`config.mk`:
```
export PLATFORM = sky130hd
export DESIGN_NAME = led_display_arbiter
export DESIGN_NICKNAME = d
export VERILOG_FILES = /design/src/rtl/led_display_arbiter.sv
export SDC_FILE = /design/constraint.sdc
export NUM_CORES = 1
export LEC_CHECK = 0
export CAP_MARGIN = 30
export CELL_PAD_IN_SITES_DETAIL_PLACEMENT = 0
export CELL_PAD_IN_SITES_GLOBAL_PLACEMENT = 1
export CORE_MARGIN = 3
export CORE_UTILIZATION = 36
export CTS_BUF_LIST = sky130_fd_sc_hd__clkbuf_8
export DETAILED_ROUTE_END_ITERATION = 8
export PLACE_DENSITY_LB_ADDON = 0.2
export RECOVER_POWER = 25
export REMOVE_ABC_BUFFERS = 1
export SLEW_MARGIN = 20
export SYNTH_ARGS = -nofsm -noshare
export SYNTH_HDL_FRONTEND = slang
export SYNTH_SLANG_ARGS = --single-unit
```
`constraint.sdc`:
```
create_clock -name CLK -period 1.72 [get_ports CLK]
set_input_delay 0.258 -clock CLK [delete_from_list [all_inputs] [get_ports CLK]]
set_output_delay 0.258 -clock CLK [all_outputs]
set_load 0.02 [all_outputs]
```
`src/rtl/led_display_arbiter.sv`:
```
// Front-panel LED owner arbiter: JTAG > startup > status, with a minimum
// dwell per non-JTAG owner and a blanked gap between owners.
//
// Ports:
//   CLK, RST           clock, async active-high reset
//   TICK               timebase strobe for dwell/gap counters
//   JTAG_REQ/PAT       override request and pattern (never preempted)
//   STUP_REQ/PAT       startup sequencer request and pattern
//   STAT_REQ/PAT       status monitor request and pattern
//   JTAG/STUP/STAT_GNT one-hot ownership grants (registered)
//   LEDS               registered LED drive
//   BLANK              high when nobody owns the display
module led_display_arbiter #(
  parameter logic [15:0] MIN_DWELL = 16'd3000,
  parameter logic [3:0]  GAP_TICKS = 4'd2,
  parameter logic [7:0]  IDLE_PAT  = 8'h00
) (
  input  logic       CLK,
  input  logic       RST,
  input  logic       TICK,
  input  logic       JTAG_REQ,
  input  logic [7:0] JTAG_PAT,
  input  logic       STUP_REQ,
  input  logic [7:0] STUP_PAT,
  input  logic       STAT_REQ,
  input  logic [7:0] STAT_PAT,
  output logic       JTAG_GNT,
  output logic       STUP_GNT,
  output logic       STAT_GNT,
  output logic [7:0] LEDS,
  output logic       BLANK
);

  typedef enum logic [2:0] {
    IDLE,
    OWN_JTAG,
    OWN_STUP,
    OWN_STAT,
    GAP
  } state_t;

  state_t state;
  state_t state_nx;

  // Requests are sampled into flops; the FSM acts on the sampled copy,
  // giving the one-clock sample + one-clock grant latency.
  logic jtag_q;
  logic stup_q;
  logic stat_q;

  logic [15:0] dwell;
  logic [3:0]  gap;
  logic        dwell_done;
  logic        gap_done;
  logic        own_cur;
  logic        own_nx;

  logic       jtag_gnt_nx;
  logic       stup_gnt_nx;
  logic       stat_gnt_nx;
  logic [7:0] leds_nx;

  function automatic logic is_own(input state_t s);
    return (s == OWN_JTAG) || (s == OWN_STUP) || (s == OWN_STAT);
  endfunction

  assign dwell_done = (dwell == MIN_DWELL);
  assign gap_done   = (gap == GAP_TICKS);
  assign own_cur    = is_own(state);
  assign own_nx     = is_own(state_nx);

  always_ff @(posedge CLK or posedge RST) begin
    if (RST) begin
      jtag_q <= 1'b0;
      stup_q <= 1'b0;
      stat_q <= 1'b0;
    end else begin
      jtag_q <= JTAG_REQ;
      stup_q <= STUP_REQ;
      stat_q <= STAT_REQ;
    end
  end

  always_ff @(posedge CLK or posedge RST) begin
    if (RST) begin
      state <= IDLE;
    end else begin
      state <= state_nx;
    end
  end

  always_comb begin
    state_nx = state;
    case (state)
      IDLE: begin
        if (jtag_q) begin
          state_nx = OWN_JTAG;
        end else if (stup_q) begin
          state_nx = OWN_STUP;
        end else if (stat_q) begin
          state_nx = OWN_STAT;
        end
      end
      OWN_JTAG: begin
        if (!jtag_q) begin
          state_nx = GAP;
        end
      end
      OWN_STUP: begin
        if (!stup_q || jtag_q) begin
          state_nx = GAP;
        end
      end
      OWN_STAT: begin
        // JTAG preempts at once; startup must wait out the dwell.
        if (!stat_q || jtag_q || (stup_q && dwell_done)) begin
          state_nx = GAP;
        end
      end
      GAP: begin
        if (gap_done) begin
          state_nx = IDLE;
        end
      end
      default: state_nx = IDLE;
    endcase
  end

  // Dwell counter: cleared on entry to any owned state, saturates.
  always_ff @(posedge CLK or posedge RST) begin
    if (RST) begin
      dwell <= 16'd0;
    end else if (own_nx && (state_nx != state)) begin
      dwell <= 16'd0;
    end else if (own_cur && TICK && !dwell_done) begin
      dwell <= dwell + 16'd1;
    end
  end

  // Gap counter: cleared on entry to Gap, stops at its compare value.
  always_ff @(posedge CLK or posedge RST) begin
    if (RST) begin
      gap <= 4'd0;
    end else if ((state_nx == GAP) && (state != GAP)) begin
      gap <= 4'd0;
    end else if ((state == GAP) && TICK && !gap_done) begin
      gap <= gap + 4'd1;
    end
  end

  always_comb begin
    jtag_gnt_nx = 1'b0;
    stup_gnt_nx = 1'b0;
    stat_gnt_nx = 1'b0;
    leds_nx     = IDLE_PAT;
    case (state_nx)
      OWN_JTAG: begin
        jtag_gnt_nx = 1'b1;
        leds_nx     = JTAG_PAT;
      end
      OWN_STUP: begin
        stup_gnt_nx = 1'b1;
        leds_nx     = STUP_PAT;
      end
      OWN_STAT: begin
        stat_gnt_nx = 1'b1;
        leds_nx     = STAT_PAT;
      end
      default: ;
    endcase
  end

  always_ff @(posedge CLK or posedge RST) begin
    if (RST) begin
      JTAG_GNT <= 1'b0;
      STUP_GNT <= 1'b0;
      STAT_GNT <= 1'b0;
      LEDS     <= IDLE_PAT;
      BLANK    <= 1'b1;
    end else begin
      JTAG_GNT <= jtag_gnt_nx;
      STUP_GNT <= stup_gnt_nx;
      STAT_GNT <= stat_gnt_nx;
      LEDS     <= leds_nx;
      BLANK    <= !own_nx;
    end
  end

endmodule

```
Word level (Yosys, flattened, before mapping) --
Cells that the tools add are included.
Word-level totals: output and inout bits 12, logic and storage cells 63, register bits after elaboration 38
Cells by class: eq/ne operators 12, reductions and logical operators 22, add/sub/neg operators 2, multiplexer cells 16
Operators by type and width (count):
- 16-bit two-way mux | 2
- 8-bit one-hot mux with 3 select lines | 1
- 3-bit two-way mux | 7
- 16-bit by 1-bit adder with 16-bit output (second input constant) | 1
- 16-bit by 12-bit == test with 1-bit output (second input constant) | 1
- 3-bit one-hot mux with 5 select lines | 1
- 3-bit by 2-bit == test with 1-bit output (second input constant) | 4
- 4-bit two-way mux | 2
- 1-bit logical AND | 7
- 1-bit logical OR | 7
- 3-bit by 1-bit == test with 1-bit output (second input constant) | 2
- 3-bit == test (second input constant) | 2
- 1-bit zero test | 5
- 4-bit by 1-bit adder with 4-bit output (second input constant) | 1
- 4-bit by 2-bit == test with 1-bit output (second input constant) | 1
- 2-bit nonzero test | 2
- 3-bit zero test | 1
- 1-bit two-way mux | 3
- 3-bit != test | 1
- 3-bit != test (second input constant) | 1

Logic depth before layout (Yosys ltp) --
Gate-level depths: netlist of run 1.
depth in word-level cells 10, mapped depth 6

Worst setup path before layout of run 1 --
No wires, ideal clock.
kind flip-flop to flip-flop, from reg state[2], to reg dwell[9], setup slack 0.003 ns, period minus slack after synthesis 1.717 ns, setup time 0.078 ns, path buffers 1, cell stages (with the launch flop) 6, data required time 1.642 ns, arrival 1.639 ns, cell sequence dfrtp_1 -> nand2b_2 -> or3_1 -> buf_2 -> or4_1 -> a21oi_1
Between the ends: longest elaborated chain between the ends 9
RTL lines:
- from (decl) | RTL line 42 | state_t state;
- from (signal assigned) | RTL line 88 | state <= state_nx;
- 3-bit two-way mux | RTL line 100 | end else if (stat_q) begin
- 3-bit two-way mux | RTL line 98 | end else if (stup_q) begin
- 3-bit two-way mux | RTL line 96 | if (jtag_q) begin
- 3-bit one-hot mux with 5 select lines | RTL line 94 | case (state)
- 3-bit by 1-bit == test with 1-bit output or 3-bit by 2-bit == test with 1-bit output (tied branches) | RTL line 64 | return (s == OWN_JTAG) || (s == OWN_STUP) || (s == OWN_STAT);
- 1-bit logical OR (2 in series) | RTL line 64
- 1-bit logical AND | RTL line 133 | end else if (own_nx && (state_nx != state)) begin
- 16-bit two-way mux or 2-bit nonzero test (tied branches)
- to (signal assigned) | RTL line 136 | dwell <= dwell + 16'd1;
- to (decl) | RTL line 51 | logic [15:0] dwell;
Several ways; a longest one is shown, not always the timed one. A chain may end at the register's enable or synchronous reset.

Worst setup path in the final report of run 1 --
from reg dwell[10], to reg dwell[2]
Between the ends: longest elaborated chain between the ends 10
RTL lines:
- 16-bit by 12-bit == test with 1-bit output (*) | RTL line 67 | assign dwell_done = (dwell == MIN_DWELL);
- 1-bit logical AND | RTL line 116 | if (!stat_q || jtag_q || (stup_q && dwell_done)) begin
- 1-bit logical OR | RTL line 116
- 3-bit two-way mux | RTL line 116
- 3-bit one-hot mux with 5 select lines | RTL line 94
- 3-bit by 1-bit == test with 1-bit output or 3-bit by 2-bit == test with 1-bit output (tied branches) | RTL line 64
- 1-bit logical OR (2 in series) | RTL line 64
- 1-bit logical AND | RTL line 133
- 16-bit two-way mux or 2-bit nonzero test (tied branches)
Every way passes the cells marked *; elsewhere a longest branch is shown, timed or not.

==> impl_metrics.json, run 1 <==
{
  "cts_tree": "built",
  "skew_ns": 0.00548,
  "core_sq_um": 5240,
  "maxCapViolCount": 0,
  "syn-instance-count": 205,
  "grt_max_degree": 39,
  "reg2reg_slack_ns": -0.06,
  "hold_viol": 0,
  "outcome": "finished with violations",
  "cp_max_fo": 3,
  "grtUsageTotal_pct": 16.8,
  "clock_latency_ns": 0.29,
  "required_ns": 1.94,
  "worstHoldStart": "dwell[15]",
  "swShare_pct": 31.1,
  "gp_congestion": 0.814,
  "worst_pin_slew_ns": 0.973,
  "num_rows": 26,
  "drt_pass1_iterations": 4,
  "syn_avg_cell_area_sq_um": 9.69,
  "arrival_ns": 1.99,
  "final_util_pct": 57.3,
  "cts.clk_slew.worst_paths_ns": 0.08,
  "ys.flop_type": "dfrtp_1",
  "io-pin-count": 42,
  "cts-root-buf": "clkbuf_8",
  "via_count": 1805,
  "fin_tns_setup_ns": -0.173,
  "drtIter0Drc": 86,
  "rsz0062_at_grt": "true",
  "worstRegToRegCells": 6,
  "endpoint_kind": "register",
  "seq_power_share_pct": 34.3,
  "fin_ws_ns": -0.0558,
  "n_antenna_cell": 0,
  "area_growth_pct": 50.9,
  "grt_pass1_wl_um": 8380,
  "intPower_mw": 2.31,
  "synth_cell_types": 47,
  "cts.sink_count": 38,
  "regToRegStartpoint": "dwell[10]",
  "fin_nets": 315,
  "critical_path.startpoint_type": "register",
  "die-area_sq_um": 6450,
  "p_comb_share_pct": 37.4,
  "min_period_ns": 1.78,
  "p_clk_share_pct": 28.3,
  "drive_above_1_share_pct": 25.9,
  "grt_pass1_vias": 1787,
  "violations": "negative setup slack",
  "initial_core_util_pct": 37.9,
  "power_density_nw_per_um2": 1120,
  "ir_worst_vdd_mv": 0.623,
  "cts_hold_buf": 0,
  "p_total_mw": 3.35,
  "fin_crit_sh_pct": 103,
  "vias_per_cell": 5.13,
  "die_h_um": 80.3,
  "ys_ff_latch": 38,
  "ant_nets": 0,
  "critPathKind": "reg2reg",
  "wire_per_inst_um": 14.0,
  "r2r-end": "dwell[2]",
  "htree_num_levels": 2,
  "setup_viol": 9,
  "die_w_um": 80.3,
  "p_leak_nw": 1.32,
  "startpoint": "dwell[10]",
  "antenna_found_initial": 0,
  "drt_drc_violations_left": 0,
  "maxSlewViolCount": 0,
  "crit_end": "dwell[2]",
  "drt_wl_total_um": 4930,
  "io_buffers": 41,
  "synth-seq-area-share_pct": 47.9,
  "cts.path.max_buffers": 2,
  "fmax_ghz": 0.563,
  "dp_hpwl_um": 3430,
  "ys_warn_count": 0,
  "final_cell_mix": "clkdlybuf4s50_1, dfrtp_1, buf_4",
  "ys_async_sr_fraction_pct": 100,
  "netlist_area_sq_um": 1990,
  "layout_commonest_cell": "clkdlybuf4s50_1",
  "grt-ovfl-total": 0,
  "numCtsBuffers": 5,
  "slew_headroom_pct": 35.1,
  "hold_path.class": "reg2reg",
  "switchingPower_mw": 1.04,
  "synth_edf_count": 0
}
-- per-stage QoR --
stage	setup WS [ns]	hold WS (ns)	cells	area, sq um
floorplan	-0.179	0.289	196	1940
global route	-0.127	0.506	352	3000
global placement	-0.190	0.468	339	2690
finish	-0.0558	0.497	352	3000
detailed placement	-0.219	0.490	339	2690
CTS	-0.00145	0.317	349	2880
-- cell type report --
cell class,count,area (sq um)
Sequential cell,38,955
Clock buffer,6,82.6
Timing Repair Buffer,78,703
Fill cell,467,2240
Tap cell,70,87.6
Clock inverter,2,60.1
Inverter,19,71.3
Multi-Input combinational cell,139,1040
-- power groups by stage --
stage                     Sequential, mW  Clock, mW  Combinational, mW
after floorplan                     1.28          0              0.481
after global placement              1.17          0               1.17
after detailed placement            1.17          0               1.17
after CTS                           1.14      0.969               1.21
after global routing                1.18       1.01               1.39
final                               1.15      0.948               1.26
-- timing repair --
item / in CTS / in global routing
gates cloned: 1 / 0
endpoints found under the setup margin: 14 / 28
buffers inserted: 3 / 3
hold endpoints to repair: 0 / 0
gates resized for setup: 11 / 28
pin swaps: 5 / 7
-- sequential cells by signal, indices dropped and copies added (netlist names) --
name	cells
gap	4
stup_q	1
stat_q	1
LEDS	8
BLANK	1
dwell	16
JTAG_GNT	1
jtag_q	1
STAT_GNT	1
STUP_GNT	1
state	3
-- critical path: stages (launching register included) --
cell	delay, ns
dfrtp_1	0.40
nor4b_2	0.29
buf_4	0.15
nand4b_1	0.20
buf_4	0.24
o211ai_1	0.21
mux2i_1	0.21
-- cell usage after synthesis, drive strengths merged (6+ instances only) --
library cell,number,share of area (%)
a22o,8,3.5
inv,19,3.6
or3,9,2.8
nor3,8,2.0
a31oi,9,2.8
nand2,14,2.6
nor2,6,1.5
dfrtp,37,47
a21oi,11,2.8
o21ai,18,4.5
-- worst min-delay path by stage --
stage           endpoint  depth (start not counted)
6_report       dwell[15]                          1
3_3_place_gp   dwell[15]                          1
2_1_floorplan     jtag_q                          0
4_1_cts          LEDS[6]                          3
3_5_place_dp   dwell[15]                          1
5_1_grt           stat_q                          1
-- layer usage --
| metal | share of wire, % | vias to the layer above | track usage (%) |
|---|---|---|---|
| li1 | - | 905 | - |
| met4 | 1.2 | 0 | 4.56 |
| met3 | 4.1 | 6 | 4.48 |
| met5 | 0 | - | 0 |
| met1 | 44 | 860 | 21.9 |
| met2 | 51 | 34 | 27.5 |
-- cells by family after synthesis --
| family | share of synthesized area (%) |
|---|---|
| adder cells (fa/ha/maj) | 2.52 |
| AO/OA/AOI/OAI | 18.6 |
| AND/OR/NAND/NOR | 20.5 |
| XOR/XNOR | 2.20 |
| buffers and inverters | 6.17 |
| multiplexers | 2.02 |
| flip-flops | 47.9 |
Note: power is estimated with default switching activity, not from simulation.
==> inputs of run 2 (changes only) <==
--- a/config.mk
+++ b/config.mk
@@ -5,7 +5,7 @@
 export SDC_FILE = /design/constraint.sdc
 export NUM_CORES = 1
 export LEC_CHECK = 0
-export CAP_MARGIN = 30
+export CAP_MARGIN = 20
 export CELL_PAD_IN_SITES_DETAIL_PLACEMENT = 0
 export CELL_PAD_IN_SITES_GLOBAL_PLACEMENT = 1
 export CORE_MARGIN = 3
==> constraint.sdc (replaced) <==
create_clock -name CLK -period 1.72 [get_ports CLK]
set_input_delay 0.258 -clock CLK [delete_from_list [all_inputs] [get_ports CLK]]
set_output_delay 0.258 -clock CLK [all_outputs]
set_load 0.1 [all_outputs]
==> impl_metrics.json, run 2 (synthesized netlist as in run 1, its figures left out) <==
{
  "io-pin-count": 42,
  "htree_num_levels": 2,
  "num_rows": 26,
  "cts.path.max_buffers": 2,
  "grt_pass1_wl_um": 8560,
  "endpoint_kind": "register",
  "numCtsBuffers": 5,
  "via_count": 1785,
  "ir_worst_vdd_mv": 0.954,
  "hold-worst-slack_ns": 0.481,
  "maxSlewViolCount": 0,
  "die_h_um": 80.3,
  "required_ns": 1.96,
  "ant_nets": 0,
  "skew_ns": 0.00392,
  "min_period_ns": 1.74,
  "gp_congestion": 0.841,
  "grt_pass1_vias": 1793,
  "fin_ws_ns": -0.0180,
  "dp.cells": 338,
  "final_cell_mix": "dfrtp_1, buf_4, clkdlybuf4s50_1",
  "drt_pass1_iterations": 4,
  "largest-register": "dwell",
  "initial_core_util_pct": 37.9,
  "slew_headroom_pct": 32.9,
  "drt_wl_total_um": 4970,
  "layout_commonest_cell": "dfrtp_1",
  "cp_max_fo": 6,
  "top_regs": "dwell (16), LEDS (8), gap (4)",
  "die_w_um": 80.3,
  "io_buffers": 41,
  "vias_per_cell": 5.11,
  "hold_path.class": "reg2reg",
  "critical_path.startpoint_type": "register",
  "dp_hpwl_um": 3520,
  "regToRegStartpoint": "dwell[2]",
  "drtIter0Drc": 92,
  "n_antenna_cell": 0,
  "largest_reg_flops": 16,
  "p_leak_nw": 1.30,
  "critPathKind": "reg2reg",
  "final_util_pct": 57.1,
  "cts_hold_buf": 0,
  "arrival_ns": 1.98,
  "clock_latency_ns": 0.29,
  "outcome": "finished with violations",
  "pre_cts_ws_ns": -0.205,
  "fin_nets": 312,
  "startpoint": "dwell[2]",
  "grt-ovfl-total": 0,
  "fmax_ghz": 0.575,
  "drt_drc_violations_left": 0,
  "antenna_found_initial": 0,
  "rsz0062_at_grt": "true",
  "drive_above_1_share_pct": 28.0,
  "cts.clk_slew.worst_paths_ns": 0.07,
  "setup_viol": 1,
  "post_layout_nonfiller_instances": 349,
  "worstHoldStart": "dwell[15]",
  "fin_crit_sh_pct": 101,
  "wire_per_inst_um": 14.2,
  "p_total_mw": 3.70,
  "violations": "negative setup slack",
  "cts.sink_count": 38,
  "cts_tree": "built",
  "cts-root-buf": "clkbuf_8",
  "power_density_nw_per_um2": 1240,
  "core_sq_um": 5240,
  "hold_viol": 0,
  "maxCapViolCount": 0,
  "grt_max_degree": 39,
  "grtUsageTotal_pct": 17.1,
  "worst_pin_slew_ns": 1.01,
  "die-area_sq_um": 6450,
  "area_growth_pct": 50.6
}
-- run 2: where the power goes --
part	switching (mW)	internal [mW]
sequential	0.149	1.05
combinational	1.11	0.813
clock	0.311	0.270
-- run 2: repair_timing --
| action | in CTS | in global routing |
|---|---|---|
| pin swaps | 3 | 3 |
| buffers inserted | 1 | 1 |
| resized for setup | 7 | 22 |
| endpoints found under the setup margin | 13 | 22 |
| endpoints found under the hold margin | 0 | 0 |
| cloned | 1 | 0 |
-- run 2: area by class of cell --
class	instances	area, sq um
flip-flops and latches	38	955
multi-input cells	139	1010
clock buffers	5	68.8
fillers	497	2240
inverters	19	71.3
clock inverters	3	11.3
well taps	70	87.6
repair buffers	75	787
-- run 2: metal layers --
layer  vias to the layer above  global-route usage, %  part of all wire (%)
met2                        31                   28.4                    47
met5                         -                      0                     0
met3                         7                   4.15                   4.7
li1                        893                      -                     -
met1                       854                   21.9                    47
met4                         0                   5.07                   1.3
-- run 2: through the flow --
stage / TNS, ns / instance area [sq um]
global route: -1.24 / 2990
detailed placement: -1.71 / 2800
floorplan: -1.41 / 1940
CTS: -0.0653 / 2920
finish: -0.0180 / 2990
global placement: -1.55 / 2800
-- run 2: final timing paths --
kind | depth (start not counted) | slack (ns) | to
max in group asynchronous | 3 | 0.31 | state[1]
min | 1 | 0.48 | dwell[15]
min in group asynchronous | 3 | 0.72 | LEDS[0]
min reg2reg | 1 | 0.48 | dwell[15]
max | 6 | -0.02 | BLANK
max reg2reg | 6 | -0.02 | BLANK
-- run 2: critical path, stage by stage, from the launching register on --
cell      delay, ns
dfrtp_1        0.40
nor4b_2        0.25
buf_4          0.15
nand4b_1       0.20
o31ai_4        0.33
buf_6          0.18
o221a_4        0.17
